--- src/rtl/riscv_pkg.sv ---
// RV32I opcode constants and immediate-format encoding
// shared by the decode/issue stage.
package riscv_pkg;

  localparam logic [6:0] OPC_LUI    = 7'b0110111;
  localparam logic [6:0] OPC_AUIPC  = 7'b0010111;
  localparam logic [6:0] OPC_JAL    = 7'b1101111;
  localparam logic [6:0] OPC_JALR   = 7'b1100111;
  localparam logic [6:0] OPC_BRANCH = 7'b1100011;
  localparam logic [6:0] OPC_LOAD   = 7'b0000011;
  localparam logic [6:0] OPC_STORE  = 7'b0100011;
  localparam logic [6:0] OPC_OP_IMM = 7'b0010011;
  localparam logic [6:0] OPC_OP     = 7'b0110011;

  typedef enum logic [2:0] {
    IMM_NONE,
    IMM_I,
    IMM_S,
    IMM_B,
    IMM_U,
    IMM_J
  } imm_fmt_e;

endpackage

--- src/rtl/decode_issue_imm_gen.sv ---
// Combinational RV32I immediate extraction with sign extension.
// Opcode bits are not needed here; the format is selected upstream.
module imm_gen
  import riscv_pkg::*;
(
  input  logic [31:7] instr,
  input  imm_fmt_e    fmt,
  output logic [31:0] imm
);

  always_comb begin
    imm = '0;
    unique case (fmt)
      IMM_I: imm = {{20{instr[31]}}, instr[31:20]};
      IMM_S: imm = {{20{instr[31]}}, instr[31:25],
                    instr[11:7]};
      IMM_B: imm = {{19{instr[31]}}, instr[31], instr[7],
                    instr[30:25], instr[11:8], 1'b0};
      IMM_U: imm = {instr[31:12], 12'b0};
      IMM_J: imm = {{11{instr[31]}}, instr[31],
                    instr[19:12], instr[20],
                    instr[30:21], 1'b0};
      default: imm = '0;
    endcase
  end

endmodule

--- src/rtl/decode_issue.sv ---
// RV32I decode/issue stage with pending-write scoreboard.
// Define DECODE_BYPASS_EN to forward writeback data into issue.
module decode_issue
  import riscv_pkg::*;
(
  input  logic        clk,
  input  logic        reset,
  input  logic        in_valid,
  input  logic [31:0] in_instr,
  input  logic [31:0] in_pc,
  output logic        in_ready,
  output logic [4:0]  rf_rd1_idx,
  output logic [4:0]  rf_rd2_idx,
  output logic        rf_rd1_en,
  output logic        rf_rd2_en,
  input  logic [31:0] rf_rd1_data,
  input  logic [31:0] rf_rd2_data,
  input  logic        wb_valid,
  input  logic [4:0]  wb_idx,
  input  logic [31:0] wb_data,
  output logic        out_valid,
  input  logic        out_ready,
  output logic [31:0] out_pc,
  output logic [31:0] out_rs1_val,
  output logic [31:0] out_rs2_val,
  output logic [31:0] out_imm,
  output logic [6:0]  out_opcode,
  output logic [2:0]  out_funct3,
  output logic        out_funct7b5,
  output logic [4:0]  out_rd,
  output logic        out_rd_we,
  output logic        out_illegal,
  input  logic        flush
);

  logic [6:0]  opc;
  logic [4:0]  rs1, rs2, rd;
  logic        use1, use2, legal, no_rd;
  imm_fmt_e    fmt;
  logic [31:0] imm;
  logic        rd_we, hazard, accept;
  logic        byp1, byp2;

  assign opc = in_instr[6:0];
  assign rs1 = in_instr[19:15];
  assign rs2 = in_instr[24:20];
  assign rd  = in_instr[11:7];

  always_comb begin
    use1  = 1'b0;
    use2  = 1'b0;
    legal = 1'b1;
    no_rd = 1'b0;
    fmt   = IMM_NONE;
    unique case (opc)
      OPC_LUI, OPC_AUIPC: fmt = IMM_U;
      OPC_JAL: fmt = IMM_J;
      OPC_JALR: begin
        use1 = 1'b1;
        fmt  = IMM_I;
      end
      OPC_BRANCH: begin
        use1  = 1'b1;
        use2  = 1'b1;
        no_rd = 1'b1;
        fmt   = IMM_B;
      end
      OPC_LOAD: begin
        use1 = 1'b1;
        fmt  = IMM_I;
      end
      OPC_STORE: begin
        use1  = 1'b1;
        use2  = 1'b1;
        no_rd = 1'b1;
        fmt   = IMM_S;
      end
      OPC_OP_IMM: begin
        use1 = 1'b1;
        fmt  = IMM_I;
      end
      OPC_OP: begin
        use1 = 1'b1;
        use2 = 1'b1;
      end
      default: legal = 1'b0;
    endcase
  end

  imm_gen u_imm_gen (
    .instr (in_instr[31:7]),
    .fmt   (fmt),
    .imm   (imm)
  );

  assign rf_rd1_idx = rs1;
  assign rf_rd2_idx = rs2;
  assign rf_rd1_en  = in_valid & use1;
  assign rf_rd2_en  = in_valid & use2;

  assign rd_we = legal & ~no_rd & (rd != 5'd0);

`ifdef DECODE_BYPASS_EN
  assign byp1 = wb_valid && (wb_idx != 5'd0) &&
                (wb_idx == rs1) && rf_rd1_en;
  assign byp2 = wb_valid && (wb_idx != 5'd0) &&
                (wb_idx == rs2) && rf_rd2_en;
`else
  assign byp1 = 1'b0;
  assign byp2 = 1'b0;
`endif

  logic [31:0] pending_q, pending_d;

  assign hazard = (rf_rd1_en & pending_q[rs1] & ~byp1) |
                  (rf_rd2_en & pending_q[rs2] & ~byp2);

  logic        out_valid_q, out_valid_d;
  logic [31:0] out_pc_q, out_pc_d;
  logic [31:0] out_rs1_q, out_rs1_d;
  logic [31:0] out_rs2_q, out_rs2_d;
  logic [31:0] out_imm_q, out_imm_d;
  logic [6:0]  out_opc_q, out_opc_d;
  logic [2:0]  out_f3_q, out_f3_d;
  logic        out_f7_q, out_f7_d;
  logic [4:0]  out_rd_q, out_rd_d;
  logic        out_we_q, out_we_d;
  logic        out_ill_q, out_ill_d;

  assign in_ready = ~reset & (~out_valid_q | out_ready) &
                    ~hazard & ~flush;
  assign accept   = in_valid & in_ready;

  // Set after clears so a same-edge set/clear leaves the bit set.
  always_comb begin
    pending_d = pending_q;
    if (flush && out_valid_q && out_we_q)
      pending_d[out_rd_q] = 1'b0;
    if (wb_valid)
      pending_d[wb_idx] = 1'b0;
    if (accept && rd_we)
      pending_d[rd] = 1'b1;
    pending_d[0] = 1'b0;
  end

  always_comb begin
    out_valid_d = out_valid_q;
    out_pc_d    = out_pc_q;
    out_rs1_d   = out_rs1_q;
    out_rs2_d   = out_rs2_q;
    out_imm_d   = out_imm_q;
    out_opc_d   = out_opc_q;
    out_f3_d    = out_f3_q;
    out_f7_d    = out_f7_q;
    out_rd_d    = out_rd_q;
    out_we_d    = out_we_q;
    out_ill_d   = out_ill_q;
    if (accept) begin
      out_valid_d = 1'b1;
      out_pc_d    = in_pc;
      out_rs1_d   = byp1 ? wb_data : rf_rd1_data;
      out_rs2_d   = byp2 ? wb_data : rf_rd2_data;
      out_imm_d   = imm;
      out_opc_d   = opc;
      out_f3_d    = in_instr[14:12];
      out_f7_d    = in_instr[30];
      out_rd_d    = rd;
      out_we_d    = rd_we;
      out_ill_d   = ~legal;
    end else if (flush || out_ready) begin
      out_valid_d = 1'b0;
    end
  end

  always_ff @(posedge clk or posedge reset) begin
    if (reset) begin
      pending_q   <= '0;
      out_valid_q <= 1'b0;
      out_pc_q    <= '0;
      out_rs1_q   <= '0;
      out_rs2_q   <= '0;
      out_imm_q   <= '0;
      out_opc_q   <= '0;
      out_f3_q    <= '0;
      out_f7_q    <= 1'b0;
      out_rd_q    <= '0;
      out_we_q    <= 1'b0;
      out_ill_q   <= 1'b0;
    end else begin
      pending_q   <= pending_d;
      out_valid_q <= out_valid_d;
      out_pc_q    <= out_pc_d;
      out_rs1_q   <= out_rs1_d;
      out_rs2_q   <= out_rs2_d;
      out_imm_q   <= out_imm_d;
      out_opc_q   <= out_opc_d;
      out_f3_q    <= out_f3_d;
      out_f7_q    <= out_f7_d;
      out_rd_q    <= out_rd_d;
      out_we_q    <= out_we_d;
      out_ill_q   <= out_ill_d;
    end
  end

  assign out_valid    = out_valid_q;
  assign out_pc       = out_pc_q;
  assign out_rs1_val  = out_rs1_q;
  assign out_rs2_val  = out_rs2_q;
  assign out_imm      = out_imm_q;
  assign out_opcode   = out_opc_q;
  assign out_funct3   = out_f3_q;
  assign out_funct7b5 = out_f7_q;
  assign out_rd       = out_rd_q;
  assign out_rd_we    = out_we_q;
  assign out_illegal  = out_ill_q;

endmodule

--- config.mk ---
export PLATFORM = sky130hd
export DESIGN_NAME = decode_issue
export DESIGN_NICKNAME = d
export VERILOG_FILES = /design/src/rtl/riscv_pkg.sv /design/src/rtl/decode_issue_imm_gen.sv /design/src/rtl/decode_issue.sv
export SDC_FILE = /design/constraint.sdc
export NUM_CORES = 1
export LEC_CHECK = 0
export BUFFER_PORTS_ARGS = -buffer_cell sky130_fd_sc_hd__buf_2
export CAP_MARGIN = 20
export CORE_MARGIN = 4
export CORE_UTILIZATION = 49
export CTS_CLUSTER_SIZE = 12
export DETAILED_ROUTE_END_ITERATION = 7
export GPL_TIMING_DRIVEN = 1
export PLACE_DENSITY = 0.81
export SYNTH_ARGS = -nofsm -noshare
export SYNTH_HDL_FRONTEND = slang
export SYNTH_SLANG_ARGS = --single-unit
--- constraint.sdc ---
create_clock -name clk -period 6.8 [get_ports clk]
set_input_delay 1.36 -clock clk [delete_from_list [all_inputs] [get_ports clk]]
set_output_delay 1.36 -clock clk [all_outputs]
set_load 0.1 [all_outputs]
==> impl_results.md <==
* Status: completed
* RSZ-0062 raised after global routing: no
* Final non-filler cell total at 1143
* CP max stage delay at around 540 ps
* Global Route Usage Sum at between 20 and 25%
* Layout cell share with drive strength beyond 1 at 50.38%
* Vias in the first global route at approximately 6.8k
* Syn nets at just over 800
* Layout Area Growth over Synthesis at 25.58%
* EDFF count, synth at 0
* I/O pin count at roughly 330
* Switching share of total power at about half
* Mapped Area at 8368 um^2
* Ys flop type: dfrtp_1
* CTS clk-pin slew, worst paths at 60 ps
* Per-cell routed wire length at between 20 and 25 um
* Initial antenna violation count at 2
* HP Class: reg -> reg
* Worst-case vdd ir drop at around 0.27 mV
* First-pass GRT wire length at roughly 37 mm
* CP Buf/Inv Count at 2
* Share of flip-flops with an asynchronous set or reset at 100.0%
* Setup CP Type: in -> out
* Largest net degree at the start of global routing at 127
* PD cells at between 300 and 400 nW/um^2
* Pre-Repair DR Iteration Count at 5
* Die footprint at about 19000 um^2
* Drt total wl at approximately 24 mm
* Yosys cell types at 42
* # resized after CTS at 0
* Initial core utilization at 50.28%
* Sequential cell area at between 4000 and 5000 um^2
* Clock Power Share at about a quarter
* Leakage at between 5 and 6 nW
* CP arrival at 3300 ps
* CTS root buffer: clkbuf_16
* Seq pwr share at between 30% and 40%
* FILL cells at between 1k and 1.5k
* Residual DRC count at 0
* Area of the core at roughly 17000 um^2
* Bufs on Longest Clock Path at 2
* Post-synth top cells: dfrtp_1 (178), mux2_2 (89), mux2_1 (35), inv_1 (33)
* CTS tree: yes
* Post-DP HPWL at ~18 mm
* Post-layout util at between 60% and 70%
* Worst EP required at 5440 ps
* Startpoint type of the worst setup path: primary input
* Drt initial violations at between 400 and 500
* Register area share after synthesis at 53.23%
* Row cnt at between 40 and 50
* Total number of vias at 6635
* Post-placement cell count at approximately 1.1k
* Area contributors post-synth: dfrtp_1 (53%), mux2_2 (12%), mux2_1 (4.7%)
* NetSw at ~0.0019 W
* Cell mode on critical path: buf_2
* Critical Path Sink Type: primary output
* Max-cap check violation count at 0
* Post-Syn Instances at 638
* Min cycle time layout at around 4700 ps
* Number of port buffers at ~300
* Footprint of the multi-input gates at 3490 um^2
* Number of synthesized register bits at between 150 and 200
* Synth top area share at 53.23%
* Period utilization at 68.55%
* Setup TNS at 0 ps
* Relative slew slack at around 28%
* Mean post-synth cell area at 13.12 um^2
* Cell Chain, Critical Path: buf_2 > mux4_2 > nor3_1 > nor4b_1 > a21oi_1 > and3_1 > buf_2
* Most frequent cell after synthesis: dfrtp_1
* Routed Antenna Nets at 0
* Post-layout nets at 1079
* Die Y at 138.7 um
* Total grt overflow at 0
* Final Max Tran Viols at 0
* Worst-Skew Late Latency at 430 ps
* Power Internal at about 0.0020 W
* Critical path fanouts, max at 12
* Ys Warns at 0
* Num CTS Buffers at 17
* Achievable frequency at roughly 210 MHz
* Vias per cell at approximately 5.8
* Setup Viol. Count Final at 0
* Final hold violation count at 0
* H-Tree Depth at 4
* Slowest-stage cell, CP: mux4_2
* CTS hold repair buffers at 0
* Slew @ Worst Pin at ~1100 ps
* Layout Skew at approximately 11 ps
* Post-synth top area cell: dfrtp_1
* Clock sink count at 178
* Die width at 138.7 um
* CP top delay family: buffers and inverters
* Combinational share of power at about two fifths
* # Post-CTS Setup Buffers at 0
* Final GP Congestion at roughly 0.9
## kinds of logic (layout without fill, tap and decap cells)
family	after synthesis	count (layout)	share of synthesized area [%]
mux	168	168	23.74
flops	178	178	53.23
simple gates	97	97	6.355
other cells	0	2	0
compound gates	108	108	11.50
buf+inv	87	370	5.173
## layout make-up
class,count,share of cell area (%)
diodes,2,0.04762
repair buffers,305,14.98
inverters,33,1.226
clock buffers,19,4.215
clock inverters,13,1.322
flip-flops and latches,178,42.39
well taps,220,2.619
multi-input cells,373,33.21
## state kept, by name (all words and copies together) (netlist names)
| name | flops |
|---|---|
| pending_q | 31 |
| out_pc | 32 |
| out_rd | 5 |
| out_valid | 1 |
| out_funct7b5 | 1 |
| out_illegal | 1 |
| out_rs1_val | 32 |
| out_opcode | 7 |
| out_rs2_val | 32 |
| out_imm | 32 |
| out_rd_we | 1 |
| out_funct3 | 3 |
## layout by cell type (no fill, tap or decap), types with 2 or more instances in the layout
master	synthesis	routed
o41ai_2	17	17
nand2_1	25	25
a21o_1	2	2
a21oi_1	26	26
nand3_1	9	9
buf_4	20	4
and3b_1	2	2
o221ai_1	32	32
o22ai_1	3	3
mux2i_1	32	32
or3_1	4	4
mux2_1	35	35
nand2b_1	6	6
nor3_1	5	5
inv_8	0	4
clkinv_4	0	2
nor2_1	18	18
inv_6	0	4
o21ai_0	4	4
a22o_1	4	4
inv_1	33	32
clkinvlp_4	0	2
nand4b_1	2	2
o41ai_1	14	14
or3b_2	5	5
nand3b_1	14	14
mux2_2	89	89
clkbuf_16	0	17
dfrtp_1	178	178
mux4_2	12	12
buf_2	13	298
diode_2	0	2
## power groups by stage
| stage | sequential [W] | combinational [W] | clock, W |
|---|---|---|---|
| global route | 0.00131 | 0.00168 | 0.00104 |
| CTS | 0.00129 | 0.00164 | 0.000989 |
| finish | 0.00130 | 0.00163 | 0.000971 |
| global placement | 0.00130 | 0.00162 | 0 |
| detailed placement | 0.00131 | 0.00164 | 0 |
| floorplan | 0.00239 | 0.000258 | 0 |
## per-stage QoR
step                instance area, um^2  total power, W  setup slack, ps  hold WS (ps)
global route                      10510        0.004027             1960         514.4
floorplan                          8368        0.002652            609.7         521.0
CTS                               10500        0.003920             2129         492.8
finish                            10510        0.003898             2138         491.7
global placement                   9889        0.002920             2031         468.1
detailed placement                 9917        0.002947             2134         476.1
## final timing paths
| kind | from | end | slack [ps] | cells after the start |
|---|---|---|---|---|
| min in group asynchronous | reset | out_imm[23] | 950 | 2 |
| min reg2reg | out_rs1_val[12] | out_rs1_val[12] | 490 | 1 |
| max reg2reg | pending_q[9] | out_pc[24] | 3770 | 8 |
| max | in_instr[22] | in_ready | 2140 | 7 |
| max in group asynchronous | reset | out_pc[30] | 4520 | 3 |
| min | out_rs1_val[12] | out_rs1_val[12] | 490 | 1 |
## routing by layer
layer  part of all wire [%]  GRT usage (%)  routed length [um]  vias to the layer above
li1                       -              -                   -                     2915
met1                     37          29.93                8810                     3296
met2                     50          40.42               11900                      384
met3                     11          8.621                2610                       40
met4                    2.2          8.239                 533                        0
met5                      0              0                   0                        -
## worst register-to-register path, delay by kind of cell, from the launching register on
| family | cells | cell delay, ps |
|---|---|---|
| compound gates | 1 | 150 |
| buf+inv | 2 | 850 |
| flops | 1 | 420 |
| mux | 4 | 1250 |
| simple gates | 1 | 260 |
Note: power is estimated with default switching activity, not from simulation.
